--- src/rtl/bus_pkg.sv ---
// Shared types and default sizing for the two-master serial memory bus arbiter.
package bus_pkg;

  // Arbiter FSM states; encodings are fixed (0..3).
  typedef enum logic [1:0] {
    IDLE    = 2'd0,
    BUSY    = 2'd1,
    RELEASE = 2'd2,
    ERRWAIT = 2'd3
  } busState_t;

  localparam int unsigned NUM_MASTERS = 2;

  localparam int unsigned DEF_NS      = 3;
  localparam int unsigned DEF_SSEL_W  = 2;
  localparam int unsigned DEF_TIMEOUT = 64;

endpackage

--- src/rtl/bus_arbiter_if.sv ---
// Master-side and slave-side signals of the arbitrated serial memory bus.
// slave : the arbiter's view (receives master strobes, drives slave strobes).
// master: the environment's view (bus masters and BRAM slaves).
interface bus_arbiter_if
  import bus_pkg::*;
#(
  parameter int unsigned NS     = DEF_NS,
  parameter int unsigned SSEL_W = DEF_SSEL_W
) ();

  logic [NUM_MASTERS-1:0]        m_req;
  logic [NUM_MASTERS*SSEL_W-1:0] m_ssel;
  logic [NUM_MASTERS-1:0]        m_valid;
  logic [NUM_MASTERS-1:0]        m_wren;
  logic [NUM_MASTERS-1:0]        m_addr;
  logic [NUM_MASTERS-1:0]        m_data;
  logic [NUM_MASTERS-1:0]        m_grant;
  logic [NUM_MASTERS-1:0]        m_err;
  logic [NUM_MASTERS-1:0]        m_ready;
  logic [NUM_MASTERS-1:0]        m_rvalid;
  logic [NUM_MASTERS-1:0]        m_rdata;

  logic [NS-1:0]                 s_valid;
  logic                          s_wren;
  logic                          s_addr;
  logic                          s_data;
  logic [NS-1:0]                 s_ready;
  logic [NS-1:0]                 s_rvalid;
  logic [NS-1:0]                 s_rdata;

  modport slave (
    input  m_req, m_ssel, m_valid, m_wren, m_addr, m_data,
    input  s_ready, s_rvalid, s_rdata,
    output m_grant, m_err, m_ready, m_rvalid, m_rdata,
    output s_valid, s_wren, s_addr, s_data
  );

  modport master (
    output m_req, m_ssel, m_valid, m_wren, m_addr, m_data,
    output s_ready, s_rvalid, s_rdata,
    input  m_grant, m_err, m_ready, m_rvalid, m_rdata,
    input  s_valid, s_wren, s_addr, s_data
  );

endinterface

--- src/rtl/bus_arbiter_rr_arb2.sv ---
// Combinational two-way round-robin pick: the master not granted last wins a tie.
module rr_arb2 (
  input  logic [1:0] req,
  input  logic       last,
  output logic [1:0] winner_c,
  output logic       valid_c
);

  // Priority flips with the index of the previously granted master.
  always_comb begin
    winner_c = 2'b00;
    if (last) begin
      if (req[0])      winner_c = 2'b01;
      else if (req[1]) winner_c = 2'b10;
    end else begin
      if (req[1])      winner_c = 2'b10;
      else if (req[0]) winner_c = 2'b01;
    end
  end

  assign valid_c = |req;

endmodule

--- src/rtl/bus_arbiter.sv ---
// Two-master arbiter/router for the serial memory bus with bus-hold timeout.
// One grant at a time, held for the whole transaction; strobes go to the slave
// latched at grant time and that slave's responses come back to the owner only.
module bus_arbiter
  import bus_pkg::*;
#(
  parameter int unsigned NS      = DEF_NS,
  parameter int unsigned SSEL_W  = DEF_SSEL_W,
  parameter int unsigned TIMEOUT = DEF_TIMEOUT
) (
  input logic          clk,
  input logic          rst,
  bus_arbiter_if.slave bus
);

  localparam int unsigned CNT_W = $clog2(TIMEOUT);

  busState_t                  state, stateNext;
  logic [NUM_MASTERS-1:0]     grantQ, grantNext;
  logic [NUM_MASTERS-1:0]     errQ, errNext;
  logic [NUM_MASTERS-1:0]     maskQ, maskNext;
  logic                       lastQ, lastNext;
  logic [SSEL_W-1:0]          selQ, selNext;
  logic [CNT_W-1:0]           cnt, cntNext;

  logic [NUM_MASTERS-1:0]     eligible;
  logic [NUM_MASTERS-1:0]     winC;
  logic                       winValidC;
  logic                       winIdx;
  logic [SSEL_W-1:0]          winSel;
  logic                       selOk;
  logic                       gIdx;
  logic                       reqG;
  logic                       timeoutHit;

  logic [NS-1:0]              sValidC;
  logic                       sWrenC, sAddrC, sDataC;
  logic [NUM_MASTERS-1:0]     mReadyC, mRvalidC, mRdataC;

  // Masked requesters never compete until they drop their request.
  assign eligible = bus.m_req & ~maskQ;

  rr_arb2 u_rr (
    .req      (eligible),
    .last     (lastQ),
    .winner_c (winC),
    .valid_c  (winValidC)
  );

  assign winIdx     = winC[1];
  assign winSel     = winIdx ? bus.m_ssel[2*SSEL_W-1:SSEL_W] : bus.m_ssel[SSEL_W-1:0];
  assign selOk      = (32'(winSel) < NS);
  assign gIdx       = grantQ[1];
  assign reqG       = bus.m_req[gIdx];
  assign timeoutHit = (cnt == CNT_W'(TIMEOUT - 1));

  // State and control registers.
  always_ff @(posedge clk) begin
    if (rst) begin
      state  <= IDLE;
      grantQ <= '0;
      errQ   <= '0;
      maskQ  <= '0;
      lastQ  <= 1'b1;
      selQ   <= '0;
      cnt    <= '0;
    end else begin
      state  <= stateNext;
      grantQ <= grantNext;
      errQ   <= errNext;
      maskQ  <= maskNext;
      lastQ  <= lastNext;
      selQ   <= selNext;
      cnt    <= cntNext;
    end
  end

  // Next-state: arbitration in IDLE, hold/timeout in BUSY, single-cycle gaps after.
  always_comb begin
    stateNext = state;
    grantNext = grantQ;
    errNext   = '0;
    maskNext  = maskQ & bus.m_req;
    lastNext  = lastQ;
    selNext   = selQ;
    cntNext   = cnt;

    case (state)
      IDLE: begin
        if (winValidC) begin
          if (selOk) begin
            selNext   = winSel;
            grantNext = winC;
            cntNext   = '0;
            stateNext = BUSY;
          end else begin
            errNext   = winC;
            maskNext  = maskNext | winC;
            stateNext = ERRWAIT;
          end
        end
      end

      BUSY: begin
        cntNext = cnt + CNT_W'(1);
        // A dropped request wins over a simultaneous timeout and raises no error.
        if (!reqG) begin
          grantNext = '0;
          lastNext  = gIdx;
          stateNext = RELEASE;
        end else if (timeoutHit) begin
          grantNext = '0;
          errNext   = grantQ;
          maskNext  = maskNext | grantQ;
          lastNext  = gIdx;
          stateNext = RELEASE;
        end
      end

      RELEASE: stateNext = IDLE;

      ERRWAIT: stateNext = IDLE;

      default: stateNext = IDLE;
    endcase
  end

  // Routing muxes driven from the registered grant and latched select.
  always_comb begin
    sValidC  = '0;
    sWrenC   = 1'b0;
    sAddrC   = 1'b0;
    sDataC   = 1'b0;
    mReadyC  = '0;
    mRvalidC = '0;
    mRdataC  = '0;
    if (|grantQ) begin
      sWrenC = bus.m_wren[gIdx];
      sAddrC = bus.m_addr[gIdx];
      sDataC = bus.m_data[gIdx];
      for (int i = 0; i < int'(NS); i++) begin
        if (selQ == SSEL_W'(i)) begin
          sValidC[i]     = bus.m_valid[gIdx];
          mReadyC[gIdx]  = bus.s_ready[i];
          mRvalidC[gIdx] = bus.s_rvalid[i];
          mRdataC[gIdx]  = bus.s_rdata[i];
        end
      end
    end
  end

  assign bus.m_grant  = grantQ;
  assign bus.m_err    = errQ;
  assign bus.m_ready  = mReadyC;
  assign bus.m_rvalid = mRvalidC;
  assign bus.m_rdata  = mRdataC;
  assign bus.s_valid  = sValidC;
  assign bus.s_wren   = sWrenC;
  assign bus.s_addr   = sAddrC;
  assign bus.s_data   = sDataC;

endmodule

--- src/flat_wrapper.sv ---
// flat-port wrapper written by rule: the top's interface ports become plain ports
module bus_arbiter_flat import bus_pkg::*;
#(
  parameter int unsigned NS      = DEF_NS,
  parameter int unsigned SSEL_W  = DEF_SSEL_W,
  parameter int unsigned TIMEOUT = DEF_TIMEOUT
)
  (clk, rst, bus_m_req, bus_m_ssel, bus_m_valid, bus_m_wren, bus_m_addr, bus_m_data, bus_s_ready, bus_s_rvalid, bus_s_rdata, bus_m_grant, bus_m_err, bus_m_ready, bus_m_rvalid, bus_m_rdata, bus_s_valid, bus_s_wren, bus_s_addr, bus_s_data);
  bus_arbiter_if #(.NS(NS), .SSEL_W(SSEL_W)) bus_i ();
  input logic clk;
  input logic rst;
  input wire logic [$bits(bus_i.m_req)-1:0] bus_m_req;
  input wire logic [$bits(bus_i.m_ssel)-1:0] bus_m_ssel;
  input wire logic [$bits(bus_i.m_valid)-1:0] bus_m_valid;
  input wire logic [$bits(bus_i.m_wren)-1:0] bus_m_wren;
  input wire logic [$bits(bus_i.m_addr)-1:0] bus_m_addr;
  input wire logic [$bits(bus_i.m_data)-1:0] bus_m_data;
  input wire logic [$bits(bus_i.s_ready)-1:0] bus_s_ready;
  input wire logic [$bits(bus_i.s_rvalid)-1:0] bus_s_rvalid;
  input wire logic [$bits(bus_i.s_rdata)-1:0] bus_s_rdata;
  output wire logic [$bits(bus_i.m_grant)-1:0] bus_m_grant;
  output wire logic [$bits(bus_i.m_err)-1:0] bus_m_err;
  output wire logic [$bits(bus_i.m_ready)-1:0] bus_m_ready;
  output wire logic [$bits(bus_i.m_rvalid)-1:0] bus_m_rvalid;
  output wire logic [$bits(bus_i.m_rdata)-1:0] bus_m_rdata;
  output wire logic [$bits(bus_i.s_valid)-1:0] bus_s_valid;
  output wire logic [$bits(bus_i.s_wren)-1:0] bus_s_wren;
  output wire logic [$bits(bus_i.s_addr)-1:0] bus_s_addr;
  output wire logic [$bits(bus_i.s_data)-1:0] bus_s_data;
  assign bus_i.m_req = bus_m_req;
  assign bus_i.m_ssel = bus_m_ssel;
  assign bus_i.m_valid = bus_m_valid;
  assign bus_i.m_wren = bus_m_wren;
  assign bus_i.m_addr = bus_m_addr;
  assign bus_i.m_data = bus_m_data;
  assign bus_i.s_ready = bus_s_ready;
  assign bus_i.s_rvalid = bus_s_rvalid;
  assign bus_i.s_rdata = bus_s_rdata;
  assign bus_m_grant = bus_i.m_grant;
  assign bus_m_err = bus_i.m_err;
  assign bus_m_ready = bus_i.m_ready;
  assign bus_m_rvalid = bus_i.m_rvalid;
  assign bus_m_rdata = bus_i.m_rdata;
  assign bus_s_valid = bus_i.s_valid;
  assign bus_s_wren = bus_i.s_wren;
  assign bus_s_addr = bus_i.s_addr;
  assign bus_s_data = bus_i.s_data;
  bus_arbiter #(.NS(NS), .SSEL_W(SSEL_W), .TIMEOUT(TIMEOUT)) u_core (.clk(clk), .rst(rst), .bus(bus_i));
endmodule
--- config.mk ---
export PLATFORM = sky130hd
export DESIGN_NAME = bus_arbiter_flat
export DESIGN_NICKNAME = d
export VERILOG_FILES = /design/src/rtl/bus_pkg.sv /design/src/rtl/bus_arbiter_if.sv /design/src/rtl/bus_arbiter_rr_arb2.sv /design/src/rtl/bus_arbiter.sv /design/src/flat_wrapper.sv
export SDC_FILE = /design/constraint.sdc
export NUM_CORES = 1
export LEC_CHECK = 0
export ABC_AREA = 0
export CORE_MARGIN = 2
export CORE_UTILIZATION = 38
export DETAILED_ROUTE_END_ITERATION = 12
export HOLD_SLACK_MARGIN = 0.02
export PLACE_DENSITY = 0.76
export SKIP_CTS_REPAIR_TIMING = 1
export SLEW_MARGIN = 20
export SYNTH_ARGS = -nofsm -noshare
export SYNTH_HDL_FRONTEND = slang
export SYNTH_SLANG_ARGS = --single-unit
--- constraint.sdc ---
create_clock -name clk -period 1.5 [get_ports clk]
set_input_delay 0.225 -clock clk [delete_from_list [all_inputs] [get_ports clk]]
set_output_delay 0.225 -clock clk [all_outputs]
set_load 0.03 [all_outputs]
==> metrics.md <==
| Metric | Value |
|---|---|
| Routability cong. | 0.878 |
| Global route overflow | 0 |
| Pre-CTS setup slack | -0.569 ns |
| Initial core utilization | 40.3% |
| Area fraction of the dominant cell type after synthesis | 33.8% |
| Post-synth EDFFs | 0 |
| Status | finished with violations |
| Global Route Usage Sum | 22.7% |
| Post-Place Cells | 226 |
| Post-DR wirelength/cell | 17.4 um |
| Post-synth top flop | dfxtp_1 |
| CTS root buf | clkbuf_4 |
| Mapped Cells | 129 |
| Count leader, synth | nor2_1 |
| Synth Warn # | 0 |
| Die area | 0.00308 sq mm |
| CTS Sinks | 17 |
| Crit-path max FO | 4 |
| Post-route ant nets | 0 |
| Final worst slack | -0.174 ns |
| Final Hold Viols | 0 |
| Endpoint type of the worst setup path | flip-flop |
| IO Pins | 41 |
| Initial antenna violation count | 0 |
| Synth top area cells | dfxtp_1, mux2i_1, nor2_1, a21oi_1, nand2_1 |
| CP peak stage delay | 0.40 ns |
| Largest family of logic cells by synthesized area | simple AND/OR/NAND/NOR gates |
| Register area share after synthesis | 33.8% |
| XOR/XNOR Fraction of Synth Area | 0% |
| Max-cap violations | 0 |
| Core Box Area | 0.00250 sq mm |
| Peak VDD IR | 0.897 mV |
| Failing checks | setup timing |
| Adder-cell share of the synthesized area | 1.24% |
| Worst-Margin Slew | 0.416 ns |
| Pwr/cell area | 729 mW/mm^2 |
| Worst hold path type | input pin to flip-flop |
| Final setup fails | 17 |
| # nets final | 232 |
| Post-synthesis mux area share | 6.96% |
| Final wirelength | 4080 um |
| Syn-to-layout area delta | 97.9% |
| Clock skew | 0.00584 ns |
| CTS Buf Count | 3 |
| Synth unique cells | 39 |
| CP startpoint kind | flip-flop |
| Syn nets | 155 |
| DR vias/cell | 5.62 |
| Fin. max-slew vios | 0 |
| First-pass GRT wire length | 5490 um |
| Cell Area, Synth | 0.00101 sq mm |
| Leakage | 0.889 nW |
| Max transition margin | 72.3% |
| RSZ-0062 raised after global routing | yes |
| Number of synthesized register bits | 17 |
| Setup CP Type | flip-flop to flip-flop |
| DIE WIDTH | 55.5 um |
| Inserted Diodes | 0 |
| Clock buffer depth | 2 |
| Finished Layout Cells | 235 |
| Peak Freq | 0.597 GHz |
| DRT iter0 DRCs | 55 |
| Post-DP HPWL | 2790 um |
| Worst EP required | 1.73 ns |
| PortBufs | 40 |
| CTS tree | done |
| CTS clk-pin slew, worst paths | 0.10 ns |
| Layout cells sized above 1 | 47.3% |
| Routed via count | 1320 |
| Worst skew pair latency | 0.30 ns |
| Cells along the critical path | and3b_2 -> or3_4 -> a2111oi_2 -> a31oi_1 -> nor2_1 |
| Async SR Flop Fraction | 0% |
| Number of global-route vias before repair | 1149 |
| Compound-cell area share of the yosys netlist | 23.6% |
| H-tree levels | 1 |
| Die Ht | 55.5 um |
| CP max stage cell | or3_4 |
| Cell Rows | 18 |
| Layout fillers | 170 |
| Simple-Gate Fraction of Synth Area | 30.6% |
| Largest net degree at the start of global routing | 15 |
| Worst endpoint data arrival time | 1.90 ns |
| Drt drc | 0 |
| Most frequent cells after synthesis | nor2_1, dfxtp_1, nand2_1, a21oi_1, mux2i_1 |
| Mean post-synth cell area | 7.81 sq um |
| Area leader, netlist | dfxtp_1 |
| Number of iterations in the first detailed-routing pass | 7 |
| Fin crit period | 1.67 ns |
| Fin crit share | 112% |
| Hold_ws | 0.345 ns |
[placed cells by master, fill, tap and decap left out, types with 2 or more instances in the layout]
master	n
buf_4	39
clkdlybuf4s50_1	18
nor2_1	16
dlymetal6s2s_1	10
buf_6	10
dfxtp_1	10
nand2_1	7
mux2i_1	5
a21oi_2	5
a21oi_1	5
dfxtp_4	5
nand2_2	4
inv_1	4
nand3_1	4
nor2b_4	3
nor3_4	3
a22o_1	3
o21ai_0	3
clkbuf_4	3
nor2_2	2
a22oi_2	2
nand2b_4	2
o21ai_1	2
nor4_1	2
nand3b_1	2
or3_1	2
mux2i_4	2
a31oi_1	2
o21bai_1	2
o31ai_1	2
dfxtp_2	2
[cell families (layout without fill, tap and decap cells)]
kind of cell,Yosys count,after routing
and+or+nand+nor,59,59
AOI/OAI and AO/OA,35,35
DFF,17,17
buffers and inverters,10,86
muxes,7,7
adders and majority gates,1,1
[sequential cells by signal, summed over array words and instances, names as in the netlist]
name                cells
u_core.cnt              6
u_core.bus.m_err        2
u_core.bus.m_grant      2
u_core.maskQ            2
u_core.selQ             2
u_core.state            2
u_core.lastQ            1
[per-stage QoR]
step	power [W]	setup TNS (ns)	cell area (sq um)	utilization, %
2_1_floorplan	0.000782	-0.399	1070	-
3_3_place_gp	0.00105	-6.13	1690	67.5
3_5_place_dp	0.00106	-6.70	1690	67.5
4_1_cts	0.00132	-4.35	1720	68.6
5_1_grt	0.00152	-2.82	1990	79.7
6_report	0.00145	-1.56	1990	79.7
[cell type report]
type | instances | area, sq um | share of cell area, %
multi-input cells | 102 | 837 | 42.0
repair buffers | 77 | 711 | 35.7
flip-flops and latches | 17 | 362 | 18.1
well taps | 30 | 37.5 | 1.88
clock buffers | 3 | 22.5 | 1.13
inverters | 5 | 18.8 | 0.942
clock inverters | 1 | 5.00 | 0.251
[metal layers]
layer / global-route usage (%) / share of wire [%]
met3: 4.22 / 5.8
met1: 30.3 / 41
met5: 0 / 0
met2: 36.7 / 52
met4: 7.32 / 1.6
[power breakdown]
part	switching, W	leakage (nW)	total [W]	internal (W)
logic	0.000330	0.729	0.000682	0.000352
registers	0.0000360	0.142	0.000516	0.000481
clock network	0.000155	0.0177	0.000255	0.0000996
[critical path: cells and delay by family, from the launching register on]
family,cells,cell delay (ns)
AOI/OAI and AO/OA,2,0.42
and+or+nand+nor,3,0.82
DFF,1,0.37
[final timing paths]
kind,cells after the start,from,slack (ns),to
worst max-delay path,5,u_core.lastQ,-0.17,u_core.bus.m_err[0]
worst min-delay path,4,bus_m_ssel[0],0.34,u_core.selQ[1]
worst max register to register,5,u_core.lastQ,-0.17,u_core.bus.m_err[0]
worst min register to register,2,u_core.maskQ[1],0.52,u_core.maskQ[1]
Power figures use the tool's default switching activity.
